`config.mk`:
```
export PLATFORM = sky130hd
export DESIGN_NAME = rotation_line_parser
export DESIGN_NICKNAME = d
export VERILOG_FILES = /design/src/rtl/rotation_line_parser.sv
export SDC_FILE = /design/constraint.sdc
export NUM_CORES = 1
export LEC_CHECK = 0
export CORE_MARGIN = 5
export CORE_UTILIZATION = 60
export DETAILED_ROUTE_END_ITERATION = 10
export GPL_ROUTABILITY_DRIVEN = 0
export GPL_TIMING_DRIVEN = 1
export PLACE_DENSITY = 0.87
export SKIP_CTS_REPAIR_TIMING = 1
export SYNTH_ARGS = -nofsm -noshare
export SYNTH_HDL_FRONTEND = slang
export SYNTH_SLANG_ARGS = --single-unit
```
`constraint.sdc`:
```
create_clock -name clock -period 12.31 [get_ports clock]
set_clock_uncertainty 0.05 [all_clocks]
set_input_delay 1.231 -clock clock [delete_from_list [all_inputs] [get_ports clock]]
set_output_delay 1.231 -clock clock [all_outputs]
set_load 0.005 [all_outputs]
```
`src/rtl/rotation_line_parser.sv`:
```
// ASCII rotation-line parser: turns "L68\n"-style lines into (value, positive) records.
// Optional macro ROTATION_LINE_PARSER_CRLF_EN makes 0x0D a silently skipped byte.
module rotation_line_parser #(
  parameter int MAX_DIGITS = 5
) (
  input  logic        clock,
  input  logic        reset,
  input  logic        in_valid,
  input  logic [7:0]  in_byte,
  output logic        in_ready,
  output logic        out_valid,
  input  logic        out_ready,
  output logic [15:0] value,
  output logic        positive,
  output logic [15:0] line_count,
  output logic        error,
  output logic [7:0]  error_count
);

  localparam int NDIG_W = $clog2(MAX_DIGITS + 1);

  typedef enum logic [1:0] {S_IDLE, S_DIGITS, S_DISCARD} state_t;

  state_t              r_state, w_state_next;
  logic [15:0]         r_acc, w_acc_next;
  logic [NDIG_W-1:0]   r_ndig, w_ndig_next;
  logic                r_dir, w_dir_next;
  logic                r_out_valid;
  logic [15:0]         r_value;
  logic                r_positive;
  logic [15:0]         r_line_count;
  logic                r_error;
  logic [7:0]          r_error_count;

  logic                w_accept, w_is_digit, w_is_nl, w_skip;
  logic                w_emit, w_line_err, w_overflow;
  logic [19:0]         w_acc_wide;

  assign in_ready    = !r_out_valid;
  assign out_valid   = r_out_valid;
  assign value       = r_value;
  assign positive    = r_positive;
  assign line_count  = r_line_count;
  assign error       = r_error;
  assign error_count = r_error_count;

  assign w_accept   = in_valid && !r_out_valid;
  assign w_is_digit = (in_byte >= 8'h30) && (in_byte <= 8'h39);
  assign w_is_nl    = (in_byte == 8'h0A);
  // Widened so a 5-digit value times ten cannot wrap before the range check.
  assign w_acc_wide = {4'd0, r_acc} * 20'd10 + {16'd0, in_byte[3:0]};
  assign w_overflow = (r_ndig == NDIG_W'(MAX_DIGITS)) || (w_acc_wide > 20'd65535);

`ifdef ROTATION_LINE_PARSER_CRLF_EN
  assign w_skip = (in_byte == 8'h0D);
`else
  assign w_skip = 1'b0;
`endif

  always_comb begin
    w_state_next = r_state;
    w_acc_next   = r_acc;
    w_ndig_next  = r_ndig;
    w_dir_next   = r_dir;
    w_emit       = 1'b0;
    w_line_err   = 1'b0;
    if (w_accept && !w_skip) begin
      case (r_state)
        S_IDLE: begin
          if (in_byte == 8'h4C || in_byte == 8'h52) begin
            w_state_next = S_DIGITS;
            w_dir_next   = (in_byte == 8'h52);
            w_acc_next   = 16'd0;
            w_ndig_next  = '0;
          end else if (!w_is_nl) begin
            w_state_next = S_DISCARD;
          end
        end
        S_DIGITS: begin
          if (w_is_digit) begin
            if (w_overflow) begin
              w_state_next = S_DISCARD;
            end else begin
              w_acc_next  = w_acc_wide[15:0];
              w_ndig_next = r_ndig + NDIG_W'(1);
            end
          end else if (w_is_nl) begin
            w_state_next = S_IDLE;
            if (r_ndig != '0) w_emit = 1'b1;
            else              w_line_err = 1'b1;
          end else begin
            w_state_next = S_DISCARD;
          end
        end
        S_DISCARD: begin
          if (w_is_nl) begin
            w_state_next = S_IDLE;
            w_line_err   = 1'b1;
          end
        end
        default: w_state_next = S_IDLE;
      endcase
    end
  end

  always_ff @(posedge clock or negedge reset) begin
    if (!reset) begin
      r_state <= S_IDLE;
      r_acc   <= 16'd0;
      r_ndig  <= '0;
      r_dir   <= 1'b0;
    end else begin
      r_state <= w_state_next;
      r_acc   <= w_acc_next;
      r_ndig  <= w_ndig_next;
      r_dir   <= w_dir_next;
    end
  end

  // Emit and handshake never coincide: bytes are only accepted while out_valid is low.
  always_ff @(posedge clock or negedge reset) begin
    if (!reset) begin
      r_out_valid   <= 1'b0;
      r_value       <= 16'd0;
      r_positive    <= 1'b0;
      r_line_count  <= 16'd0;
      r_error       <= 1'b0;
      r_error_count <= 8'd0;
    end else begin
      if (w_emit) begin
        r_out_valid <= 1'b1;
        r_value     <= r_acc;
        r_positive  <= r_dir;
      end else if (r_out_valid && out_ready) begin
        r_out_valid  <= 1'b0;
        r_line_count <= r_line_count + 16'd1;
      end
      if (w_line_err) begin
        r_error <= 1'b1;
        if (r_error_count != 8'hFF) r_error_count <= r_error_count + 8'd1;
      end
    end
  end

endmodule

```
==> flow_summary.yaml <==
clocking:
  cts_tree: "yes"
  cts_root_buf: "clkbuf_8"
  cts_made_buffers: 9
  cts.htree.levels: 3
  clk-insertion-delay-late_ps: 350
  path_clk_slew_ps: 70
  clkSinkCount: 65
  clock_path_buffers: 2
cells_and_area:
  antenna_cells: 0
  layout_common_cells: "dfrtp_1, clkdlybuf4s50_1, ha_1, xnor2_1, nand2_1"
  final-instance-count-excl-fill: 599
  syn2layout_area_growth_pct: 19.20
  nets: 549
  mostFrequentLayoutCell: "dfrtp_1"
  layout-drive-gt1-share: 0.09000
detailed_routing:
  avgViaCountPerCell: 6.003
  dr.pass1.iters: 4
  routed_wl_um: 10180
  drt-initial-drc-count: 257
  drc_errors: 0
  dr_total_vias: 3596
  wire_per_inst_um: 16.99
  ant_nets: 0
die:
  core_mm2: 0.007214
  io_pins: 56
  fp.dieH_um: 95.99
  rows: 31
  die_x_um: 95.99
  start_util: 0.6150
  die-area_mm2: 0.009214
logic_synthesis:
  ys_seq_elements: 65
  syn_nets: 491
  async_flop_share: 1.000
  synth.cell_area_mm2: 0.004437
  ys_types: 54
  netlist_instances: 438
  yosys_warnings: 0
  syn_avg_cell_area_um2: 10.13
  ys_seq_area_frac: 0.3666
  ys.flop_type: "dfrtp_1"
  synth_edf_count: 0
sta:
  post-route-min-period_ps: 4916
  setup_viol: 0
  fin_crit_sh: 0.3993
  tightest_slew_ps: 925.3
  fmax_ghz: 0.2034
  slew_headroom: 0.3832
  rsz0062_at_grt: "false"
  fin_setup_tns_ps: 0
  hold_violations: 0
  maxSlewViolCount: 0
setup_path:
  cp_data_arrival_time_ps: 5090
  critPathLaunchType: "flop"
  cp.required_ps: 12490
  cp-end-kind: "flop"
  path_max_fanout: 28
  worstSetupPathType: "reg2reg"
  r2r_setup_slack_ps: 7390
job:
  maxCapViolations: 0
min_path:
  hold_path_class: "reg2reg"
global_routing:
  grt_max_degree: 66
  antenna_found_initial: 0
  grt_pass1_vias: 3501
  grt.overflow.total: 0
  grt_pass1_wl_um: 16970
  grt_usage: 0.2372
power_and_ir_drop:
  irDropWorstVdd_uv: 82.34
  power_leakage_uw: 0.002429
  p_per_area_mw_per_mm2: 91.87
placement:
  io_buffers: 55
  place_inst: 584
  hpwl_um: 7317
status:
  status: "finished clean"
-- synth_stat cells (6+ instances only) --
| cell type | instances | area share |
|---|---|---|
| a21o_1 | 6 | 0.010 |
| mux2i_1 | 13 | 0.029 |
| mux2_2 | 20 | 0.051 |
| o21ai_0 | 10 | 0.011 |
| xor2_1 | 8 | 0.016 |
| o2bb2ai_1 | 11 | 0.022 |
| nand4_1 | 11 | 0.016 |
| xnor2_1 | 37 | 0.073 |
| ha_1 | 39 | 0.11 |
| nor3_1 | 13 | 0.015 |
| nand3_1 | 12 | 0.014 |
| a31oi_1 | 6 | 0.0085 |
| a211o_1 | 6 | 0.012 |
| dfrtp_1 | 65 | 0.37 |
| inv_1 | 12 | 0.010 |
| and3_1 | 10 | 0.014 |
| a21oi_1 | 18 | 0.020 |
| nand2_1 | 36 | 0.030 |
| nor2_1 | 31 | 0.026 |
-- power breakdown --
part | switching, µW | internal [µW] | total [µW] | leakage (µW)
clock network | 78.4 | 130 | 208 | 0.000116
registers | 4.38 | 217 | 222 | 0.000904
logic | 35.7 | 20.4 | 56.1 | 0.00141
total | 118 | 367 | 486 | 0.00243
-- flip-flops by register name, indices dropped and copies added (netlist names) --
name / count
value: 16
line_count: 16
out_valid: 1
error_count: 8
positive: 1
r_acc: 16
r_ndig: 3
error: 1
r_state: 2
r_dir: 1
-- layout make-up --
cell class	instances	area, µm²
tap	99	123.9
timing repair buffer	57	560.5
fill	509	1926
inverter	12	45.04
multi-input combinational	351	2704
sequential	65	1627
clock buffer	13	168.9
clock inverter	2	60.06
-- critical path: stages (launching register included) --
cell and delay (ps):
dfrtp_1 460, ha_1 340, ha_1 240, fa_1 440, a211o_1 410, a2111oi_4 410
o21ai_1 140, a211o_1 320, nor4_4 330, and2b_1 180, a31oi_1 130, a221oi_4 300
buf_4 380, o21ai_4 220, a221o_1 420
-- per-layer routing --
metal  track usage  routed length (µm)
met1        0.3204                4468
met2        0.3790                5045
met3       0.05473                 538
met4       0.07227                 125
met5             0                   0
-- cell families after synthesis --
| kind of cell | after synthesis | share of synthesized area |
|---|---|---|
| simple gates | 140 | 0.1627 |
| xor+xnor | 45 | 0.08883 |
| mux | 33 | 0.08009 |
| flops | 65 | 0.3666 |
| fa+ha+maj | 41 | 0.1190 |
| compound gates | 92 | 0.1588 |
| buf+inv | 22 | 0.02397 |
-- final timing paths --
path | from | endpoint | depth (start not counted)
min in group asynchronous | reset | value[15] | 2
max | r_acc[1] | r_acc[8] | 14
max in group asynchronous | reset | line_count[11] | 2
max reg2reg | r_acc[1] | r_acc[8] | 14
min | error | error | 1
min reg2reg | error | error | 1
-- stage by stage --
step / setup slack, ps / utilization / hold WS (ps) / area (µm²) / total power [µW]
after detailed placement: 7166 / 0.7014 / 403.6 / 5060 / 280.8
after CTS: 7433 / 0.7331 / 423.6 / 5289 / 489.0
after floorplan: 8097 / - / 409.0 / 4437 / 260.3
after global placement: 7298 / 0.7014 / 403.0 / 5060 / 278.1
final: 7394 / 0.7331 / 422.4 / 5289 / 485.9
after global routing: 7109 / 0.7331 / 432.4 / 5289 / 507.2
No activity file was read; power rests on OpenSTA's default activity.
